==> src/rtl/pipe_pkg.sv <==
// Shared definitions for the pipeline hazard controller.
// Holds the alu_ctrl encodings the controller decodes, the sequencer FSM
// state type, the default register address width and the branch-decode helper.
package pipe_pkg;

    localparam int unsigned REG_AW = 5;

    localparam logic [3:0] ALU_NOP  = 4'b1000;
    localparam logic [3:0] ALU_BEQ  = 4'b1011;
    localparam logic [3:0] ALU_BNE  = 4'b1100;
    localparam logic [3:0] ALU_BEQZ = 4'b1101;
    localparam logic [3:0] ALU_BNEZ = 4'b1110;
    localparam logic [3:0] ALU_JUMP = 4'b1111;

    typedef enum logic [1:0] {
        ST_RUN       = 2'd0,
        ST_DMEM_WAIT = 2'd1,
        ST_LU_BUBBLE = 2'd2
    } hz_state_e;

    // Jumps always redirect; conditional branches redirect only when taken.
    function automatic logic is_redirect(input logic [3:0] alu_ctrl, input logic cond_true);
        case (alu_ctrl)
            ALU_JUMP:                             return 1'b1;
            ALU_BEQ, ALU_BNE, ALU_BEQZ, ALU_BNEZ: return cond_true;
            default:                              return 1'b0;
        endcase
    endfunction

endpackage

==> src/rtl/pipe_hazard_ctrl_if.sv <==
// Bundle between the pipeline datapath and the hazard controller.
// master: datapath side (drives stage info, receives enables/flushes/counters).
// slave:  controller side (pipe_hazard_ctrl).
interface pipe_hazard_ctrl_if #(
    parameter int unsigned REG_AW = pipe_pkg::REG_AW,
    parameter int unsigned CNT_W  = 16
);

    // Stage information towards the controller
    logic [REG_AW-1:0] id_rs1_addr;
    logic [REG_AW-1:0] id_rs2_addr;
    logic              id_uses_rs2;
    logic [3:0]        ex_alu_ctrl;
    logic              ex_mem_rd;
    logic [REG_AW-1:0] ex_rd_addr;
    logic              ex_cond_true;
    logic              imem_ready;
    logic              dmem_req;
    logic              dmem_ready;

    // Pipeline control and status from the controller
    logic              pc_en;
    logic              pc_sel_target;
    logic              ifid_en;
    logic              ifid_flush;
    logic              idex_en;
    logic              idex_flush;
    logic              exmem_en;
    logic              memwb_bubble;
    logic [CNT_W-1:0]  stall_cnt;
    logic [CNT_W-1:0]  flush_cnt;
    logic              wdog_err;

    modport master (
        output id_rs1_addr, id_rs2_addr, id_uses_rs2, ex_alu_ctrl, ex_mem_rd,
               ex_rd_addr, ex_cond_true, imem_ready, dmem_req, dmem_ready,
        input  pc_en, pc_sel_target, ifid_en, ifid_flush, idex_en, idex_flush,
               exmem_en, memwb_bubble, stall_cnt, flush_cnt, wdog_err
    );

    modport slave (
        input  id_rs1_addr, id_rs2_addr, id_uses_rs2, ex_alu_ctrl, ex_mem_rd,
               ex_rd_addr, ex_cond_true, imem_ready, dmem_req, dmem_ready,
        output pc_en, pc_sel_target, ifid_en, ifid_flush, idex_en, idex_flush,
               exmem_en, memwb_bubble, stall_cnt, flush_cnt, wdog_err
    );

endinterface

==> src/rtl/sat_counter.sv <==
// Saturating up-counter with synchronous clear.
// Ports: clk, rst (async active-high), inc_i (count enable),
//        clr_i (clear, wins over inc_i), cnt_o (current count).
module sat_counter #(
    parameter int unsigned W = 8
) (
    input  logic         clk,
    input  logic         rst,
    input  logic         inc_i,
    input  logic         clr_i,
    output logic [W-1:0] cnt_o
);

    logic [W-1:0] cnt_q;
    logic [W-1:0] cnt_d;

    // Hold at all-ones instead of wrapping
    always_comb begin
        cnt_d = cnt_q;
        if (clr_i) begin
            cnt_d = '0;
        end else if (inc_i && (cnt_q != {W{1'b1}})) begin
            cnt_d = cnt_q + W'(1);
        end
    end

    always_ff @(posedge clk or posedge rst) begin
        if (rst) begin
            cnt_q <= '0;
        end else begin
            cnt_q <= cnt_d;
        end
    end

    assign cnt_o = cnt_q;

endmodule

==> src/rtl/pipe_hazard_ctrl.sv <==
// Central sequencer for the 5-stage pipeline. Resolves dmem wait states,
// EX-stage redirects, load-use interlocks and imem wait states (in that
// priority) into pipeline-register enables/flushes and the PC source select.
// Keeps saturating stall/redirect counters and a sticky dmem watchdog.
// Ports: clk, rst (async active-high),
//        hz (slave): stage info in; enables, flushes, pc_sel_target,
//        stall_cnt, flush_cnt, wdog_err out.
// Control outputs are combinational from state and inputs; counters and
// wdog_err are registered.
module pipe_hazard_ctrl #(
    parameter int unsigned CNT_W    = 16,
    parameter int unsigned MAX_WAIT = 64,
    parameter int unsigned REG_AW   = pipe_pkg::REG_AW
) (
    input logic               clk,
    input logic               rst,
    pipe_hazard_ctrl_if.slave hz
);

    import pipe_pkg::*;

    localparam int unsigned WAIT_W = $clog2(MAX_WAIT + 1);

    hz_state_e state_q;
    hz_state_e state_d;

    logic dmem_stall;
    logic redirect;
    logic load_use;

    logic pc_en_c;
    logic pc_sel_target_c;
    logic ifid_en_c;
    logic ifid_flush_c;
    logic idex_en_c;
    logic idex_flush_c;
    logic exmem_en_c;
    logic memwb_bubble_c;
    logic flush_inc_c;

    logic [CNT_W-1:0]  stall_cnt;
    logic [CNT_W-1:0]  flush_cnt;
    logic [WAIT_W-1:0] wait_cnt;
    logic              wdog_q;
    logic              wdog_d;

    // Hazard classification
    always_comb begin
        dmem_stall = hz.dmem_req & ~hz.dmem_ready;
        redirect   = is_redirect(hz.ex_alu_ctrl, hz.ex_cond_true);
        load_use   = hz.ex_mem_rd && (hz.ex_rd_addr != '0) &&
                     ((hz.ex_rd_addr == hz.id_rs1_addr) ||
                      (hz.id_uses_rs2 && (hz.ex_rd_addr == hz.id_rs2_addr)));
    end

    // State register
    always_ff @(posedge clk or posedge rst) begin
        if (rst) begin
            state_q <= ST_RUN;
        end else begin
            state_q <= state_d;
        end
    end

    // Next state and pipeline controls
    always_comb begin
        state_d         = state_q;
        pc_en_c         = 1'b1;
        pc_sel_target_c = 1'b0;
        ifid_en_c       = 1'b1;
        ifid_flush_c    = 1'b0;
        idex_en_c       = 1'b1;
        idex_flush_c    = 1'b0;
        exmem_en_c      = 1'b1;
        memwb_bubble_c  = 1'b0;
        flush_inc_c     = 1'b0;

        if (rst) begin
            state_d        = ST_RUN;
            pc_en_c        = 1'b0;
            ifid_en_c      = 1'b0;
            ifid_flush_c   = 1'b1;
            idex_en_c      = 1'b0;
            idex_flush_c   = 1'b1;
            exmem_en_c     = 1'b0;
            memwb_bubble_c = 1'b1;
        end else if (dmem_stall) begin
            // Freeze everything up to MEM; redirect/load-use wait for release
            state_d        = ST_DMEM_WAIT;
            pc_en_c        = 1'b0;
            ifid_en_c      = 1'b0;
            idex_en_c      = 1'b0;
            exmem_en_c     = 1'b0;
            memwb_bubble_c = 1'b1;
        end else if (redirect) begin
            // Flushing ID also squashes any load-use dependent, so no bubble
            state_d         = ST_RUN;
            pc_sel_target_c = 1'b1;
            ifid_flush_c    = 1'b1;
            idex_flush_c    = 1'b1;
            flush_inc_c     = 1'b1;
        end else if (load_use && (state_q != ST_LU_BUBBLE)) begin
            // EX holds the bubble next cycle, so the hazard is not re-detected there
            state_d      = ST_LU_BUBBLE;
            pc_en_c      = 1'b0;
            ifid_en_c    = 1'b0;
            idex_flush_c = 1'b1;
        end else begin
            state_d = ST_RUN;
            if (!hz.imem_ready) begin
                pc_en_c      = 1'b0;
                ifid_flush_c = 1'b1;
            end
        end
    end

    sat_counter #(.W(CNT_W)) u_stall_cnt (
        .clk   (clk),
        .rst   (rst),
        .inc_i (~pc_en_c | ~exmem_en_c),
        .clr_i (1'b0),
        .cnt_o (stall_cnt)
    );

    sat_counter #(.W(CNT_W)) u_flush_cnt (
        .clk   (clk),
        .rst   (rst),
        .inc_i (flush_inc_c),
        .clr_i (1'b0),
        .cnt_o (flush_cnt)
    );

    // Counts consecutive dmem stall cycles; any non-stalled cycle restarts it
    sat_counter #(.W(WAIT_W)) u_wait_cnt (
        .clk   (clk),
        .rst   (rst),
        .inc_i (dmem_stall),
        .clr_i (~dmem_stall),
        .cnt_o (wait_cnt)
    );

    // Sticky timeout, set on the edge that completes the MAX_WAIT-th wait cycle
    always_comb begin
        wdog_d = wdog_q | (dmem_stall & (wait_cnt >= WAIT_W'(MAX_WAIT - 1)));
    end

    always_ff @(posedge clk or posedge rst) begin
        if (rst) begin
            wdog_q <= 1'b0;
        end else begin
            wdog_q <= wdog_d;
        end
    end

    assign hz.pc_en         = pc_en_c;
    assign hz.pc_sel_target = pc_sel_target_c;
    assign hz.ifid_en       = ifid_en_c;
    assign hz.ifid_flush    = ifid_flush_c;
    assign hz.idex_en       = idex_en_c;
    assign hz.idex_flush    = idex_flush_c;
    assign hz.exmem_en      = exmem_en_c;
    assign hz.memwb_bubble  = memwb_bubble_c;
    assign hz.stall_cnt     = stall_cnt;
    assign hz.flush_cnt     = flush_cnt;
    assign hz.wdog_err      = wdog_q;

endmodule

==> src/flat_wrapper.sv <==
// flat-port wrapper written by rule: the top's interface ports become plain ports
module pipe_hazard_ctrl_flat import pipe_pkg::*;
#(
    parameter int unsigned CNT_W    = 16,
    parameter int unsigned MAX_WAIT = 64,
    parameter int unsigned REG_AW   = pipe_pkg::REG_AW
)
  (clk, rst, hz_id_rs1_addr, hz_id_rs2_addr, hz_id_uses_rs2, hz_ex_alu_ctrl, hz_ex_mem_rd, hz_ex_rd_addr, hz_ex_cond_true, hz_imem_ready, hz_dmem_req, hz_dmem_ready, hz_pc_en, hz_pc_sel_target, hz_ifid_en, hz_ifid_flush, hz_idex_en, hz_idex_flush, hz_exmem_en, hz_memwb_bubble, hz_stall_cnt, hz_flush_cnt, hz_wdog_err);
  pipe_hazard_ctrl_if #(.REG_AW(REG_AW), .CNT_W(CNT_W)) hz_i ();
  input logic clk;
  input logic rst;
  input wire logic [$bits(hz_i.id_rs1_addr)-1:0] hz_id_rs1_addr;
  input wire logic [$bits(hz_i.id_rs2_addr)-1:0] hz_id_rs2_addr;
  input wire logic [$bits(hz_i.id_uses_rs2)-1:0] hz_id_uses_rs2;
  input wire logic [$bits(hz_i.ex_alu_ctrl)-1:0] hz_ex_alu_ctrl;
  input wire logic [$bits(hz_i.ex_mem_rd)-1:0] hz_ex_mem_rd;
  input wire logic [$bits(hz_i.ex_rd_addr)-1:0] hz_ex_rd_addr;
  input wire logic [$bits(hz_i.ex_cond_true)-1:0] hz_ex_cond_true;
  input wire logic [$bits(hz_i.imem_ready)-1:0] hz_imem_ready;
  input wire logic [$bits(hz_i.dmem_req)-1:0] hz_dmem_req;
  input wire logic [$bits(hz_i.dmem_ready)-1:0] hz_dmem_ready;
  output wire logic [$bits(hz_i.pc_en)-1:0] hz_pc_en;
  output wire logic [$bits(hz_i.pc_sel_target)-1:0] hz_pc_sel_target;
  output wire logic [$bits(hz_i.ifid_en)-1:0] hz_ifid_en;
  output wire logic [$bits(hz_i.ifid_flush)-1:0] hz_ifid_flush;
  output wire logic [$bits(hz_i.idex_en)-1:0] hz_idex_en;
  output wire logic [$bits(hz_i.idex_flush)-1:0] hz_idex_flush;
  output wire logic [$bits(hz_i.exmem_en)-1:0] hz_exmem_en;
  output wire logic [$bits(hz_i.memwb_bubble)-1:0] hz_memwb_bubble;
  output wire logic [$bits(hz_i.stall_cnt)-1:0] hz_stall_cnt;
  output wire logic [$bits(hz_i.flush_cnt)-1:0] hz_flush_cnt;
  output wire logic [$bits(hz_i.wdog_err)-1:0] hz_wdog_err;
  assign hz_i.id_rs1_addr = hz_id_rs1_addr;
  assign hz_i.id_rs2_addr = hz_id_rs2_addr;
  assign hz_i.id_uses_rs2 = hz_id_uses_rs2;
  assign hz_i.ex_alu_ctrl = hz_ex_alu_ctrl;
  assign hz_i.ex_mem_rd = hz_ex_mem_rd;
  assign hz_i.ex_rd_addr = hz_ex_rd_addr;
  assign hz_i.ex_cond_true = hz_ex_cond_true;
  assign hz_i.imem_ready = hz_imem_ready;
  assign hz_i.dmem_req = hz_dmem_req;
  assign hz_i.dmem_ready = hz_dmem_ready;
  assign hz_pc_en = hz_i.pc_en;
  assign hz_pc_sel_target = hz_i.pc_sel_target;
  assign hz_ifid_en = hz_i.ifid_en;
  assign hz_ifid_flush = hz_i.ifid_flush;
  assign hz_idex_en = hz_i.idex_en;
  assign hz_idex_flush = hz_i.idex_flush;
  assign hz_exmem_en = hz_i.exmem_en;
  assign hz_memwb_bubble = hz_i.memwb_bubble;
  assign hz_stall_cnt = hz_i.stall_cnt;
  assign hz_flush_cnt = hz_i.flush_cnt;
  assign hz_wdog_err = hz_i.wdog_err;
  pipe_hazard_ctrl #(.CNT_W(CNT_W), .MAX_WAIT(MAX_WAIT), .REG_AW(REG_AW)) u_core (.clk(clk), .rst(rst), .hz(hz_i));
endmodule
==> config.mk <==
export PLATFORM = sky130hd
export DESIGN_NAME = pipe_hazard_ctrl_flat
export DESIGN_NICKNAME = d
export VERILOG_FILES = /design/src/rtl/pipe_pkg.sv /design/src/rtl/pipe_hazard_ctrl_if.sv /design/src/rtl/sat_counter.sv /design/src/rtl/pipe_hazard_ctrl.sv /design/src/flat_wrapper.sv
export SDC_FILE = /design/constraint.sdc
export NUM_CORES = 1
export LEC_CHECK = 0
export CORE_ASPECT_RATIO = 0.7
export CORE_UTILIZATION = 50
export DETAILED_ROUTE_END_ITERATION = 8
export PLACE_DENSITY = 0.88
export SLEW_MARGIN = 20
export SYNTH_ARGS = -nofsm -noshare
export SYNTH_HDL_FRONTEND = slang
export SYNTH_SLANG_ARGS = --single-unit
==> constraint.sdc <==
create_clock -name clk -period 8.46 [get_ports clk]
set_input_delay 2.115 -clock clk [delete_from_list [all_inputs] [get_ports clk]]
set_output_delay 2.115 -clock clk [all_outputs]
set_load 0.1 [all_outputs]
==> results.cfg, run 1 <==
[outcome]
status = complete, no violations

[timing]
fin_skew_ns = 0.004459
drv_slew = 0
fin_crit_sh = 0.8347
fmax_mhz = 141.6
maxSlewHeadroom = 0.3356
setup_tns_ns = 0
holdWs_ns = 0.4957
rsz0062_at_grt = no
finalSetupViolations = 0
hold_viol = 0
post-route-min-period_ns = 7.062
setup_ws_ns = 1.398
tightestPinTransition_ns = 0.9936

[global_routing]
antenna_found_initial = 0
grt_pass1_vias = 1694
grt_pass1_wl_um = 7762
grt.overflow.total = 0
grt_usage = 0.2213
grt_max_degree = 44

[die]
core-area_mm2 = 0.004041
io_pins = 68
die_w_um = 80.76
die_y_um = 57.13
initial_core_util = 0.5372
row_count = 19
die_area_mm2 = 0.004614

[worst_setup_path]
worstPathRequired_ns = 6.35
crit_type = in2out
critPathArrivalTime_ns = 4.95
critical_path.max_stage_delay_ns = 1.13
critPathLaunchType = input port
critPathMaxFanout = 3
critical_path.endpoint_type = output port
path_cells = clkdlybuf4s50_1 > or4_4 > o221ai_2 > nor2_1 > o21ai_0 > nand2_1 > nand2_1 > clkdlybuf4s50_1
cp_slowest_cell = clkdlybuf4s50_1

[cells_and_area]
final_common_cell = clkdlybuf4s50_1
syn_to_final_growth_pct = 36.77
multi_input_area_mm2 = 0.001065
fin_cells = 329
fin_util = 0.7347
ff_latch_area_mm2 = 0.001051
nets = 306
antenna-diode-count = 0
final_cell_mix = 67 x clkdlybuf4s50_1, 42 x dfrtp_1, 28 x xor2_1, 22 x nand2_1, 17 x nor2_1
fin_area_mm2 = 0.002969
fillCellCount = 318
drive_gt1_frac = 0.07942

[logic_synthesis]
yosysWarnings = 0
postSynthCellCount = 206
async_flop_share = 1.000
synth_seq_cells = 42
synth_ff_type = dfrtp_1
synth_edf_count = 0
synth_top_area_frac = 0.4841
synthesis.area_mm2 = 0.002171
synth.net_count = 236
synth.area.top_cells = dfrtp_1 48%, xor2_1 11%, xnor2_1 5.6%
synth-seq-area-share = 0.4841
syn_avg_cell_area_um2 = 10.54
synth_top_cell_by_area = dfrtp_1
synthDistinctLibCells = 38

[clock_tree]
cts_buffer_depth = 2
root_buffer = clkbuf_8
h-tree-depth = 2
cts.clk_slew.worst_paths_ns = 0.08
cts_made_buffers = 5
clkSinkCount = 42
cts_hold_buffers = 0
cts_tree = built
clk_latency_ns = 0.29
ctsResizeCount = 0
post_cts_buffers = 0

[routing]
drc = 0
dr.pass1.iters = 4
wire_per_inst_um = 14.01
drt_wl_total_um = 4608
ant_nets = 0
vias = 1767
avgViaCountPerCell = 5.371
drt_iter0_markers = 83

[power_and_ir_drop]
ir_drop_v = 0.0002526
powerDensity_mw_per_mm2 = 282.4
power_mw = 0.8385
static-leakage-power_nw = 1.253

[placement]
placed_area_mm2 = 0.002874
place_congestion = 0.8312
io_buffers = 67
dp_cells = 321
hpwlAfterDp_um = 3376
dpl_worst_slack_ns = 1.412

[worst_hold_path]
hp-class = reg2reg

[flow_run]
max_cap_violations = 0
## critical path, delay by kind of cell
| kind | cells | cell delay [ns] |
|---|---|---|
| AND/OR/NAND/NOR | 4 | 0.82 |
| buffers and inverters | 2 | 1.61 |
| AO/OA/AOI/OAI | 2 | 0.40 |
## sequential cells by signal, indices dropped and copies added, names as in the netlist
| register | flops |
|---|---|
| u_core.u_flush_cnt.cnt_o | 16 |
| u_core.u_stall_cnt.cnt_o | 16 |
| u_core.u_wait_cnt.cnt_o | 7 |
| u_core.state_q | 2 |
| u_core.hz.wdog_err | 1 |
## layout make-up
class	instances	share of cell area
well taps	52	0.02191
repair buffers	68	0.2284
inverters	4	0.005057
multi-input cells	155	0.3586
flip-flops and latches	42	0.3540
clock buffers	6	0.02781
clock inverters	2	0.004214
## cell usage after synthesis, types with 2 or more instances
cell,count
nor2_1,17
xnor2_1,14
and3_1,7
nor3_1,5
nor3b_1,2
nand3_1,13
inv_1,4
ha_1,3
and4_1,4
a31oi_1,3
nand2_1,22
a21oi_1,3
nand2b_1,2
o21ai_0,5
clkbuf_1,2
xor2_1,28
nor3_2,6
nand4_1,5
dfrtp_1,42
## path summary, 6_finish.rpt
kind / start / endpoint / slack, ns / cells past startpoint
setup / recovery: hz_ex_rd_addr[0] / hz_ifid_flush / 1.40 / 8
hold / removal: u_core.u_stall_cnt.cnt_o[4] / u_core.u_stall_cnt.cnt_o[4] / 0.50 / 1
setup reg to reg: u_core.u_stall_cnt.cnt_o[2] / u_core.u_stall_cnt.cnt_o[1] / 6.19 / 6
hold reg to reg: u_core.u_stall_cnt.cnt_o[4] / u_core.u_stall_cnt.cnt_o[4] / 0.50 / 1
max in group asynchronous: rst / u_core.u_stall_cnt.cnt_o[5] / 5.75 / 3
min in group asynchronous: rst / u_core.u_flush_cnt.cnt_o[3] / 2.34 / 3
## cells by family (layout without fill, tap and decap cells)
logic type,count (synthesis),after routing,synth area share
AND/OR/NAND/NOR,89,89,0.2265
XOR/XNOR,42,42,0.1695
flip-flops,42,42,0.4842
AO/OA/AOI/OAI,19,19,0.06686
buffers and inverters,9,80,0.02536
adder cells (fa/ha/maj),3,3,0.01729
multiplexers,2,2,0.01037
## layer usage
layer | track usage | vias up | wire, um
met5 | 0 | - | 0
met4 | 0.07143 | 0 | 40
li1 | - | 852 | -
met2 | 0.3511 | 40 | 2135
met3 | 0.04800 | 5 | 217
met1 | 0.3050 | 870 | 2216
## where the power goes
part | internal (mW) | switching, mW
sequential | 0.234 | 0.0414
combinational | 0.105 | 0.322
clock | 0.0656 | 0.0706
total | 0.405 | 0.434
Note: power is estimated with default switching activity, not from simulation.
==> run 2: changes to the inputs <==
Settings changed: CORE_UTILIZATION 50 to 42, PLACE_DENSITY 0.88 to 0.79.
Clock period 8.46 ns to 6.3 ns, I/O delays scaled along.
==> results.cfg, run 2 (synthesis gave the netlist of run 1 again) <==
[clock_tree]
cts_made_buffers = 5
cts_hold_buffers = 0
root_buffer = clkbuf_8
cts.clk_slew.worst_paths_ns = 0.08
cts_tree = built
clkSinkCount = 42
clk_latency_ns = 0.29
h-tree-depth = 2
ctsResizeCount = 0
cts_buffer_depth = 2
post_cts_buffers = 0

[timing]
drv_slew = 0
maxSlewHeadroom = 0.3423
holdWs_ns = 0.4968
finalSetupViolations = 0
rsz0062_at_grt = no
fin_crit_sh = 0.8166
fmax_mhz = 194.4
hold_viol = 0
fin_skew_ns = 0.004516
tightestPinTransition_ns = 0.9835
post-route-min-period_ns = 5.144

[routing]
drc = 0
ant_nets = 0
avgViaCountPerCell = 5.006
dr.pass1.iters = 4
drt_iter0_markers = 58
wire_per_inst_um = 13.62
drt_wl_total_um = 4714
vias = 1732

[die]
io_pins = 68
row_count = 21
die_area_mm2 = 0.005465
initial_core_util = 0.4466
die_y_um = 62.15
die_w_um = 87.93
core-area_mm2 = 0.004861

[power_and_ir_drop]
p_switching_mw = 0.5809
powerDensity_mw_per_mm2 = 386.9
static-leakage-power_nw = 1.263
seq_power_share = 0.321
ir_drop_v = 0.0003442
switching_share = 0.5032
combPwrFrac = 0.499
intPower_mw = 0.5736
p_clk_frac = 0.181

[worst_setup_path]
crit_start = hz_ex_rd_addr[0]
critPathLaunchType = input port
reg2regPathDepth = 6
r2r_slack_ns = 4.03
r2r-start = u_core.u_stall_cnt.cnt_o[2]
worstPathRequired_ns = 4.72
reg2reg_to = u_core.u_stall_cnt.cnt_o[1]
crit_type = in2out
critPathArrivalTime_ns = 3.57
critical_path.endpoint_type = output port
critPathMaxFanout = 3

[cells_and_area]
final_common_cell = clkdlybuf4s50_1
fillCellCount = 402
fin_cells = 346
syn_to_final_growth_pct = 37.46
nets = 306
fin_util = 0.6139
final_cell_mix = 59 x clkdlybuf4s50_1, 42 x dfrtp_1, 28 x xor2_1, 21 x nand2_1, 17 x nor2_1
drive_gt1_frac = 0.1047
antenna-diode-count = 0

[placement]
io_buffers = 67
dp_cells = 338
hpwlAfterDp_um = 3526
place_congestion = 0.7848

[outcome]
status = complete, no violations

[worst_hold_path]
hold_depth = 1
hp-class = reg2reg
hold_start = u_core.hz.wdog_err
min_to = u_core.hz.wdog_err

[global_routing]
grt_usage = 0.1886
grt_pass1_wl_um = 8066
antenna_found_initial = 0
grt_pass1_vias = 1731
grt.overflow.total = 0
grt_max_degree = 27

[flow_run]
max_cap_violations = 0
[run 2: critical path: stages]
cell and delay [ns]:
clkdlybuf4s50_1 0.47, or4_4 0.56, o221ai_2 0.22, nor2_1 0.09, o21ai_0 0.18, nand2_1 0.07, nand2_1 0.07, buf_4 0.31
[run 2: routing by layer]
metal  routed length, um  track usage  part of all wire
met1                2271       0.2558              0.48
met2                2231       0.2994              0.47
met3                 184      0.05053             0.039
met4                  26      0.04508            0.0055
met5                   0            0                 0
[run 2: worst max path at each step]
stage                     slack, ns  depth (start not counted)       endpoint
after floorplan               -0.17                          3     hz_ifid_en
after global placement         1.19                          8  hz_ifid_flush
after detailed placement       1.16                          8  hz_ifid_flush
after CTS                      1.15                          8  hz_ifid_flush
after global routing           1.03                          8  hz_ifid_flush
final                          1.16                          8  hz_ifid_flush
[run 2: final cells by class]
type                       instances  area [um^2]  area share
inverter                           4        15.01    0.005031
multi-input combinational        155         1067      0.3577
clock inverter                     1        30.03     0.01006
tap                               69        86.33     0.02893
clock buffer                       7        76.32     0.02558
sequential                        42         1051      0.3522
timing repair buffer              68        658.1      0.2205
[run 2: power groups by stage]
stage	combinational (mW)	sequential, mW	clock, mW
finish	0.576	0.370	0.208
global route	0.599	0.378	0.223
CTS	0.581	0.370	0.213
detailed placement	0.580	0.374	0
global placement	0.572	0.373	0
floorplan	0.128	0.678	0
[run 2: metrics by stage]
step           setup slack (ns)  total power, mW  area, um^2  setup TNS (ns)
4_1_cts                   1.153            1.164        2984               0
3_5_place_dp              1.159           0.9542        2878               0
2_1_floorplan           -0.1732           0.8062        2173         -0.3464
5_1_grt                   1.028            1.200        2984               0
6_report                  1.156            1.155        2984               0
3_3_place_gp              1.191           0.9451        2878               0
==> run 3: changes to the inputs <==
Settings changed: CORE_UTILIZATION 42 to 46, PLACE_DENSITY 0.79 to 0.82.
Clock period 6.3 ns to 4.81 ns, I/O delays scaled along.
==> results.cfg, run 3 (synthesis gave the netlist of run 1 again) <==
[outcome]
status = finished, violations left
violations = DRC

[worst_setup_path]
critPathMaxFanout = 3
r2r_slack_ns = 2.48
crit_top_cell = nand2_1
cp_slowest_cell = or4_4
critPathLaunchType = input port
crit_type = in2out
path_cells = clkdlybuf4s50_1 > or4_4 > o221ai_2 > nor2_1 > o21ai_0 > nand2_1 > nand2_1 > buf_12
worstPathRequired_ns = 3.61
critPathArrivalTime_ns = 3.10
critical_path.endpoint_type = output port
critical_path.max_stage_delay_ns = 0.54

[flow_run]
max_cap_violations = 0

[power_and_ir_drop]
static-leakage-power_nw = 1.299
power_mw = 1.531
powerDensity_mw_per_mm2 = 495.2
ir_drop_v = 0.0004159

[global_routing]
grt_pass1_vias = 1765
grt.overflow.total = 0
use_met3 = 0.04875
grt_pass1_wl_um = 8769
grt_use_met1 = 0.3001
antenna_found_initial = 0
met2_usage = 0.3970
grt_usage = 0.2288
grt_max_degree = 43
busiest_layer = met2

[placement]
dpl_worst_slack_ns = 0.5199
hpwlAfterDp_um = 3779
io_buffers = 67
place_congestion = 0.7971

[timing]
rsz0062_at_grt = no
drv_slew = 0
post-route-min-period_ns = 4.299
tightestPinTransition_ns = 0.9855
setup_ws_ns = 0.5115
holdWs_ns = 0.4897
fin_skew_ns = 0.006076
hold_viol = 0
setup_tns_ns = 0
fin_crit_sh = 0.8937
fmax_mhz = 232.6
maxSlewHeadroom = 0.3409
finalSetupViolations = 0

[routing]
vias = 1770
avgViaCountPerCell = 5.315
drt_iter0_markers = 59
dr.pass1.iters = 6
drt_wl_total_um = 5010
wire_per_inst_um = 15.05
drc = 3
ant_nets = 0

[clock_tree]
cts_tree = built
root_buffer = clkbuf_8
clkSinkCount = 42
cts_buffer_depth = 2
cts_hold_buffers = 0
cts.clk_slew.worst_paths_ns = 0.07
h-tree-depth = 2
cts_made_buffers = 5
ctsResizeCount = 0
clk_latency_ns = 0.29
post_cts_buffers = 0

[die]
io_pins = 68
die_area_mm2 = 0.005002
die_w_um = 84.11
core-area_mm2 = 0.004429
die_y_um = 59.48
row_count = 20
initial_core_util = 0.4901

[cells_and_area]
final_cell_mix = 59 x clkdlybuf4s50_1, 42 x dfrtp_1, 28 x xor2_1, 21 x nand2_1, 16 x nor2_1
syn_to_final_growth_pct = 42.42
drive_gt1_frac = 0.1259
antenna-diode-count = 0
final_common_cell = clkdlybuf4s50_1
nets = 307

[worst_hold_path]
hp-class = reg2reg
-- run 3: cell types whose count changed in the layout (fill, tap and decap cells not counted) --
cell / previous run / this run
a21oi_1: 3 / 1
buf_12: 0 / 8
buf_4: 9 / 2
nor2_1: 17 / 16
nor2_2: 0 / 1
a21oi_2: 0 / 2
clkinvlp_4: 0 / 2
clkbuf_1: 2 / 1
clkinv_1: 1 / 0
-- run 3: final cells by class --
class | count | area, um^2
Clock buffer | 6 | 72.57
Clock inverter | 2 | 37.54
Fill cell | 335 | 1338
Inverter | 4 | 18.77
Multi-Input combinational cell | 155 | 1077
Sequential cell | 42 | 1051
Tap cell | 55 | 68.82
Timing Repair Buffer | 69 | 765.7
-- run 3: power by group --
part	total [mW]	switching, mW	internal (mW)
combinational	0.771	0.575	0.197
clock	0.273	0.118	0.155
sequential	0.487	0.0752	0.411
total	1.53	0.768	0.763
-- run 3: final timing paths --
kind                                             startpoint                            to  cells past startpoint
worst min register to register           u_core.hz.wdog_err            u_core.hz.wdog_err                      1
worst min-delay path                     u_core.hz.wdog_err            u_core.hz.wdog_err                      1
min in group asynchronous                               rst  u_core.u_stall_cnt.cnt_o[12]                      3
worst max-delay path                       hz_ex_rd_addr[3]                 hz_ifid_flush                      8
max in group asynchronous                               rst    u_core.u_wait_cnt.cnt_o[6]                      3
worst max register to register  u_core.u_stall_cnt.cnt_o[2]   u_core.u_stall_cnt.cnt_o[1]                      6
-- run 3: worst max-delay path: cells and delay by family --
kind | cells | cell delay, ns
buffers and inverters | 2 | 0.67
AND/OR/NAND/NOR | 4 | 0.83
AO/OA/AOI/OAI | 2 | 0.40
-- run 3: stage by stage --
step	utilization	std cells	instance area [um^2]
after detailed placement	0.6732	325	2982
after global routing	0.6980	333	3092
after floorplan	-	206	2187
final	0.6980	333	3092
after CTS	0.6980	333	3092
after global placement	0.6732	325	2982
-- run 3: routing by layer --
layer / up-vias / wire (um)
met5: - / 0
met4: 0 / 25
met3: 4 / 208
met2: 45 / 2419
met1: 864 / 2356
li1: 857 / -
